==> config.mk <==
export PLATFORM = sky130hd
export DESIGN_NAME = i2s_rx_core
export DESIGN_NICKNAME = d
export VERILOG_FILES = /design/src/rtl/i2s_rx_core_pkg.sv /design/src/rtl/i2s_sync2.sv /design/src/rtl/i2s_rx_core.sv
export SDC_FILE = /design/constraint.sdc
export NUM_CORES = 1
export LEC_CHECK = 0
export CORE_UTILIZATION = 25
export CTS_BUF_LIST = sky130_fd_sc_hd__clkbuf_16
export DETAILED_ROUTE_END_ITERATION = 10
export GPL_ROUTABILITY_DRIVEN = 0
export GPL_TIMING_DRIVEN = 0
export REMOVE_ABC_BUFFERS = 1
export SLEW_MARGIN = 20
export SYNTH_ARGS = -nofsm -noshare
export SYNTH_HDL_FRONTEND = slang
export SYNTH_SLANG_ARGS = --single-unit
==> constraint.sdc <==
create_clock -name clk -period 5.4 [get_ports clk]
set_input_delay 0.54 -clock clk [delete_from_list [all_inputs] [get_ports clk]]
set_output_delay 0.54 -clock clk [all_outputs]
set_load 0.05 [all_outputs]
==> src/rtl/i2s_rx_core_pkg.sv <==
// Shared I2S receive definitions: FSM states and channel encoding.
package i2s_rx_core_pkg;

  // Receiver framing state: hunting for the first word boundary, or receiving
  typedef enum logic {
    SYNC = 1'b0,
    RUN  = 1'b1
  } state_e;

  // Word-select encoding of the two channels
  localparam logic LEFT  = 1'b0;
  localparam logic RIGHT = 1'b1;

endpackage

==> src/rtl/i2s_sync2.sv <==
// Two-flop synchronizer for one asynchronous bit into the clk domain.
module i2s_sync2 (
  input  logic clk,
  input  logic reset_n,
  input  logic d_i,
  output logic q_o
);

  logic meta_q;
  logic sync_q;

  // Double-register the input to settle metastability
  always_ff @(posedge clk or negedge reset_n) begin
    if (!reset_n) begin
      meta_q <= 1'b0;
      sync_q <= 1'b0;
    end else begin
      meta_q <= d_i;
      sync_q <= meta_q;
    end
  end

  assign q_o = sync_q;

endmodule

==> src/rtl/i2s_rx_core.sv <==
// I2S slave receiver: deserializes left/right words and presents stereo frames
// through a valid/ready handshake with a sticky overrun flag.
module i2s_rx_core
  import i2s_rx_core_pkg::*;
#(
  parameter int unsigned DW = 8
) (
  input  logic          clk,
  input  logic          reset_n,
  input  logic          sck_i,
  input  logic          ws_i,
  input  logic          sd_i,
  output logic [DW-1:0] rx_left,
  output logic [DW-1:0] rx_right,
  output logic          rx_valid,
  input  logic          rx_ready,
  output logic          overrun,
  input  logic          clr_overrun
);

  localparam int unsigned CW = $clog2(DW + 1);

  logic sck_s;
  logic ws_s;
  logic sd_s;

  i2s_sync2 u_sync_sck (.clk(clk), .reset_n(reset_n), .d_i(sck_i), .q_o(sck_s));
  i2s_sync2 u_sync_ws  (.clk(clk), .reset_n(reset_n), .d_i(ws_i),  .q_o(ws_s));
  i2s_sync2 u_sync_sd  (.clk(clk), .reset_n(reset_n), .d_i(sd_i),  .q_o(sd_s));

  state_e          state_q,     state_d;
  logic            sck_prev_q;
  logic            ws_prev_q,   ws_prev_d;
  logic [DW-1:0]   shift_q,     shift_d;
  logic [CW-1:0]   cnt_q,       cnt_d;
  logic            left_held_q, left_held_d;
  logic [DW-1:0]   left_word_q, left_word_d;
  logic [DW-1:0]   rx_left_q,   rx_left_d;
  logic [DW-1:0]   rx_right_q,  rx_right_d;
  logic            rx_valid_q,  rx_valid_d;
  logic            overrun_q,   overrun_d;

  logic            strobe_c;
  logic            trans_c;
  logic            room_c;
  logic [CW-1:0]   pos_c;
  logic [DW-1:0]   mask_c;
  logic [DW-1:0]   word_c;
  logic            frame_done_c;

  // State and datapath registers
  always_ff @(posedge clk or negedge reset_n) begin
    if (!reset_n) begin
      state_q     <= SYNC;
      sck_prev_q  <= 1'b0;
      ws_prev_q   <= 1'b0;
      shift_q     <= '0;
      cnt_q       <= '0;
      left_held_q <= 1'b0;
      left_word_q <= '0;
      rx_left_q   <= '0;
      rx_right_q  <= '0;
      rx_valid_q  <= 1'b0;
      overrun_q   <= 1'b0;
    end else begin
      state_q     <= state_d;
      sck_prev_q  <= sck_s;
      ws_prev_q   <= ws_prev_d;
      shift_q     <= shift_d;
      cnt_q       <= cnt_d;
      left_held_q <= left_held_d;
      left_word_q <= left_word_d;
      rx_left_q   <= rx_left_d;
      rx_right_q  <= rx_right_d;
      rx_valid_q  <= rx_valid_d;
      overrun_q   <= overrun_d;
    end
  end

  // Next-state: bit capture, word commit, frame pairing and output handshake
  always_comb begin
    state_d      = state_q;
    ws_prev_d    = ws_prev_q;
    shift_d      = shift_q;
    cnt_d        = cnt_q;
    left_held_d  = left_held_q;
    left_word_d  = left_word_q;
    rx_left_d    = rx_left_q;
    rx_right_d   = rx_right_q;
    rx_valid_d   = rx_valid_q;
    overrun_d    = overrun_q;
    frame_done_c = 1'b0;

    strobe_c = sck_s & ~sck_prev_q;
    trans_c  = strobe_c & (ws_s != ws_prev_q);
    room_c   = (cnt_q < CW'(DW));
    // Position is only meaningful while there is room; masked by room_c otherwise
    pos_c    = CW'(DW - 1) - cnt_q;
    mask_c   = DW'(1) << pos_c;
    word_c   = (room_c && sd_s) ? (shift_q | mask_c) : shift_q;

    if (strobe_c) begin
      ws_prev_d = ws_s;
    end

    case (state_q)
      SYNC: begin
        if (trans_c) begin
          state_d = RUN;
          shift_d = '0;
          cnt_d   = '0;
        end
      end
      RUN: begin
        if (trans_c) begin
          shift_d = '0;
          cnt_d   = '0;
          if (ws_prev_q == LEFT) begin
            left_word_d = word_c;
            left_held_d = 1'b1;
          end else if (left_held_q) begin
            frame_done_c = 1'b1;
            left_held_d  = 1'b0;
          end
        end else if (strobe_c && room_c) begin
          shift_d = word_c;
          cnt_d   = cnt_q + CW'(1);
        end
      end
      default: begin
        state_d = SYNC;
      end
    endcase

    if (rx_valid_q && rx_ready) begin
      rx_valid_d = 1'b0;
    end

    if (clr_overrun) begin
      overrun_d = 1'b0;
    end

    // A completed frame either loads the output slot or is dropped as overrun
    if (frame_done_c) begin
      if (!rx_valid_q || rx_ready) begin
        rx_left_d  = left_word_q;
        rx_right_d = word_c;
        rx_valid_d = 1'b1;
      end else begin
        overrun_d = 1'b1;
      end
    end
  end

  assign rx_left  = rx_left_q;
  assign rx_right = rx_right_q;
  assign rx_valid = rx_valid_q;
  assign overrun  = overrun_q;

endmodule

==> impl_metrics.ini, run 1 <==
[run_status]
outcome = complete, no violations

[synthesis]
synth_edf_count = 0
synthTopCellsByArea = dfrtp_1 61%, mux2_2 14%, ha_1 3.8%
synth_cell_types = 31
ys_ff_latch = 48
synth_top_family_by_area = multiplexers
synthMuxAreaShare_pct = 14.4
synthesis.area_um2 = 1950
syn_area_per_cell_um2 = 14.5
synth_top_cell_by_area = dfrtp_1
yosysTopAreaCellShare_pct = 61.5
syn_inst = 135
synth_async_sr_flop_share_pct = 100
synth-compound-area-share_pct = 9.99
synthFlopType = dfrtp_1
synth_xor_area_share_pct = 0.448
yosysWarnings = 0
synth_most_common_cell = dfrtp_1
ys_top_cells_by_count = 48 x dfrtp_1, 25 x mux2_2, 6 x ha_1
synth-simple-area-share_pct = 7.88
ys_seq_area_share_pct = 61.5
synthAdderAreaFrac_pct = 3.84

[setup_path]
critPathKind = input pin to register
path_cells = clkdlybuf4s50_1 > nand2b_1 > nor4b_4 > buf_6 > mux2_2
critPathArrivalTime_ns = 2.22
crit_fanout = 10
crit_path_end_kind = register
critPathRequiredTime_ns = 5.57
crit_slowest_cell = nor4b_4
worstSetupStartpointType = input pin
cp_slowest_stage_delay_ns = 0.50

[route]
met3WireLength_um = 106
top_layer = met4
wl_per_cell_um = 12.8
drc = 0
m1WireLength_um = 1660
vias = 1145
first_pass_iters = 4
dr.first_iter.drc_count = 47
avgViaCountPerCell = 4.32
routed_wl_um = 3400
ant_nets = 0
wl_met2_um = 1560

[pwr]
leakagePower_nw = 1.15
power_density_nw_per_um2 = 389
vdd_drop_max_mv = 0.170

[die]
start_util_pct = 26.4
io-pin-count = 25
rows = 31
core-area_um2 = 7410
die-area_um2 = 8170
die_w_um = 90.4
die_height_um = 90.4

[timing]
finalCritPeriodShare_pct = 38.0
final.setup.tns_ns = 0
rsz0062_at_grt = false
finalHoldViolCount = 0
timing.fmax_ghz = 0.487
slew_violations = 0
slew_headroom_pct = 47.6
finalSetupViolCount = 0
fin_crit_ns = 2.05
worst_pin_slew_ns = 0.783
whs_ns = 0.234
skew_ns = 0.00250

[placed_design]
place_hpwl_um = 2300
io_buffers = 24
dp.cells = 256

[clock_tree]
cts-root-buf = clkbuf_16
cts_tree = yes
clkLatencyLatePin_ns = 0.28
post-cts-setup-buffer-count = 0
cts.reportedPaths.clkPinSlew_ns = 0.06
ctsResizeCount = 0
cts.sinks = 48
cts_made_buffers = 5
clock_path_buffers = 2
ctsHoldBuffers = 0
h-tree-depth = 2

[worst_hold_path]
hp-class = input pin to asynchronous set/reset pin

[finish]
final_util_pct = 33.6
drive_gt1_share_pct = 23.5
synthToLayoutAreaGrowth_pct = 27.4
layout.cells.non_filler = 265
diodes = 0
nets = 178

[run]
max-cap-violations = 0

[grt]
grt_max_degree = 28
grt_pass1_vias = 1255
grt.total_usage_pct = 9.15
grt_pass1_wl_um = 6000
antenna_found_initial = 0
overflow = 0
## path summary, 6_finish.rpt
| kind | from | endpoint | slack, ns | depth (start not counted) |
|---|---|---|---|---|
| worst min-delay path | reset_n | u_sync_ws.meta_q | 0.23 | 1 |
| max in group asynchronous | reset_n | rx_left[1] | 4.65 | 2 |
| min in group clk | u_sync_sd.meta_q | u_sync_sd.q_o | 0.35 | 0 |
| worst max register to register | sck_prev_q | rx_left[1] | 3.46 | 4 |
| worst min register to register | u_sync_sd.meta_q | u_sync_sd.q_o | 0.35 | 0 |
| worst max-delay path | rx_ready | rx_left[1] | 3.35 | 5 |
## per-stage QoR
step,setup WS [ns],area [um2],power [mW]
after floorplan,3.50,1930,0.570
after global placement,2.37,2300,0.630
after detailed placement,2.77,2310,0.637
after CTS,3.07,2480,0.982
after global routing,3.21,2490,1.02
final,3.35,2490,0.968
## per-layer routing
metal	global-route usage, %	vias up
li1	-	546
met1	11.8	573
met2	14.4	18
met3	2.19	8
met4	4.44	0
met5	0	-
## cells by family (layout without fill, tap and decap cells)
| family | Yosys count | count (layout) |
|---|---|---|
| AO/OA/AOI/OAI | 25 | 25 |
| buffers and inverters | 8 | 39 |
| flip-flops | 48 | 48 |
| multiplexers | 25 | 25 |
| adder cells (fa/ha/maj) | 6 | 6 |
| XOR/XNOR | 1 | 1 |
| AND/OR/NAND/NOR | 22 | 22 |
## layout by cell type (no fill, tap or decap), types with 3 or more instances in the layout
master | Yosys | final
a21o_1 | 5 | 5
a21oi_1 | 4 | 4
a22o_1 | 3 | 3
a31o_2 | 3 | 3
a32o_1 | 5 | 5
clkbuf_16 | 0 | 5
clkdlybuf4s50_1 | 0 | 23
dfrtp_1 | 48 | 48
ha_1 | 6 | 6
inv_1 | 5 | 5
mux2_2 | 25 | 25
nand2_1 | 5 | 5
## sequential cells by signal (all words and copies together) (netlist names)
register,cells
left_word_q,8
rx_left,8
rx_right,8
shift_q,8
cnt_q,4
left_held_q,1
overrun,1
rx_valid,1
sck_prev_q,1
state_q,1
u_sync_sck.meta_q,1
u_sync_sck.q_o,1
u_sync_sd.meta_q,1
u_sync_sd.q_o,1
u_sync_ws.meta_q,1
u_sync_ws.q_o,1
ws_prev_q,1
## power breakdown
part,switching [mW],internal [mW],total (mW)
Clock,0.124,0.215,0.339
Combinational,0.106,0.0812,0.187
Sequential,0.0359,0.406,0.442
Total,0.265,0.702,0.968
## worst max-delay path: cells and delay by family
family / cells / cell delay (ns)
simple gates: 2 / 0.65
mux: 1 / 0.34
buf+inv: 2 / 0.69
## cell type report
type                            count  area [um2]
Clock buffer                        5         125
Clock inverter                      3        37.5
Fill cell                         731        4920
Inverter                            5        18.8
Multi-Input combinational cell     79         714
Sequential cell                    48        1200
Tap cell                           99         124
Timing Repair Buffer               26         267
(Power assumes the default switching activity.)
==> run 2: changes to the inputs <==
Clock period 5.4 ns to 1.9 ns, I/O delays scaled along.
==> impl_metrics.ini, run 2 (synthesized netlist as in run 1, its figures left out) <==
[setup_path]
crit_path_end_kind = register
worstSetupStartpointType = register
r2r_start = sck_prev_q
rr_endpoint = left_word_q[7]
critPathArrivalTime_ns = 1.91
critPathKind = register to register
reg2reg_slack_ns = 0.16
reg2reg_depth = 3
critPathRequiredTime_ns = 2.07
crit_fanout = 8

[route]
first_pass_iters = 4
drc = 0
wl_per_cell_um = 12.7
dr.first_iter.drc_count = 30
avgViaCountPerCell = 4.34
vias = 1155
routed_wl_um = 3380
ant_nets = 0

[pwr]
pwr-share-seq_pct = 45.7
p_switching_mw = 0.754
power_density_nw_per_um2 = 1100
vdd_drop_max_mv = 0.483
p_sw_share_pct = 27.4
clkPwrFrac_pct = 34.9
p_comb_share_pct = 19.5
p_int_mw = 2.00
leakagePower_nw = 1.16

[finish]
diodes = 0
layout_common_cells = 48 x dfrtp_1, 25 x mux2_2, 23 x clkdlybuf4s50_1
drive_gt1_share_pct = 23.4
final_common_cell = dfrtp_1
final_util_pct = 33.9
synthToLayoutAreaGrowth_pct = 28.6
nets = 179
fill_cells = 727
multi_input_area_um2 = 721
regArea_um2 = 1200

[clock_tree]
h-tree-depth = 2
clkLatencyLatePin_ns = 0.28
cts.sinks = 48
cts-root-buf = clkbuf_16
clock_path_buffers = 2
cts_tree = yes
cts_made_buffers = 5
cts.reportedPaths.clkPinSlew_ns = 0.06

[timing]
finalSetupViolCount = 0
timing.fmax_ghz = 0.574
rsz0062_at_grt = false
final.setup.tns_ns = 0
fin_crit_ns = 1.74
skew_ns = 0.00289
finalCritPeriodShare_pct = 91.7
slew_violations = 0
slew_headroom_pct = 59.3
worst_pin_slew_ns = 0.609
finalHoldViolCount = 0

[grt]
grt_max_degree = 28
antenna_found_initial = 0
overflow = 0
grt_pass1_vias = 1264
grt_pass1_wl_um = 6020
grt.total_usage_pct = 9.18

[die]
rows = 31
io-pin-count = 25
core-area_um2 = 7410
die_height_um = 90.4
die-area_um2 = 8170
start_util_pct = 26.4
die_w_um = 90.4

[run]
max-cap-violations = 0

[placed_design]
place_hpwl_um = 2300
io_buffers = 24

[worst_hold_path]
hold_depth = 1
min-delay-start = sd_i
whs_endpoint = u_sync_sd.meta_q
hp-class = input pin to register

[run_status]
outcome = complete, no violations
[run 2: changes by cell type in the layout (fill, tap and decap cells not counted), sizes merged]
| cell | before | now |
|---|---|---|
| dlygate4sd3 | 0 | 1 |
[run 2: timing repair]
item,CTS,global route
setup buffers,1,0
resized for setup,1,0
hold buffers,1,0
hold endpoints to repair,21,0
setup endpoints to repair,24,0
[run 2: cell type report]
class / instances / share of cell area [%]
clock inverters: 3 / 1.49
repair buffers: 27 / 11.4
multi-input cells: 79 / 28.7
inverters: 5 / 0.747
flip-flops and latches: 48 / 47.8
well taps: 99 / 4.93
clock buffers: 5 / 4.98
[run 2: how the worst max path moves through the flow]
stage | startpoint | to | cells after the start
floorplan | rx_valid | rx_left[0] | 3
global placement | reset_n | rx_left[2] | 1
finish | sck_prev_q | left_word_q[7] | 3
detailed placement | rx_ready | rx_right[5] | 4
global route | sck_prev_q | left_word_q[7] | 3
CTS | sck_prev_q | left_word_q[7] | 3
[run 2: per-stage QoR]
step / hold slack (ns) / std cells / area, um2 / power (mW) / setup slack [ns]
after floorplan: -0.106 / 132 / 1930 / 1.62 / 0.00316
after detailed placement: 0.209 / 256 / 2310 / 1.81 / -0.381
after global routing: 0.335 / 266 / 2510 / 2.90 / 0.0404
final: 0.343 / 266 / 2510 / 2.75 / 0.157
after CTS: 0.336 / 266 / 2510 / 2.80 / 0.102
after global placement: 0.335 / 255 / 2300 / 1.79 / -0.783
[run 2: worst max-delay path, stage by stage, from the launching register on]
cell and delay [ns]:
dfrtp_1 0.39, nand3b_1 0.30, nor3b_4 0.55, mux2_2 0.39
[run 2: per-layer routing]
layer	track usage (%)	vias to the layer above	part of all wire, %
met1	11.8	580	48
li1	-	549	-
met5	0	-	0
met4	4.44	0	2.1
met2	14.4	18	46
met3	2.19	8	3.1
[run 2: power groups by stage]
stage / clock (mW) / combinational (mW) / sequential, mW
floorplan: 0 / 0.270 / 1.35
global placement: 0 / 0.520 / 1.27
detailed placement: 0 / 0.536 / 1.27
CTS: 0.996 / 0.541 / 1.26
global route: 1.03 / 0.595 / 1.28
finish: 0.960 / 0.536 / 1.26
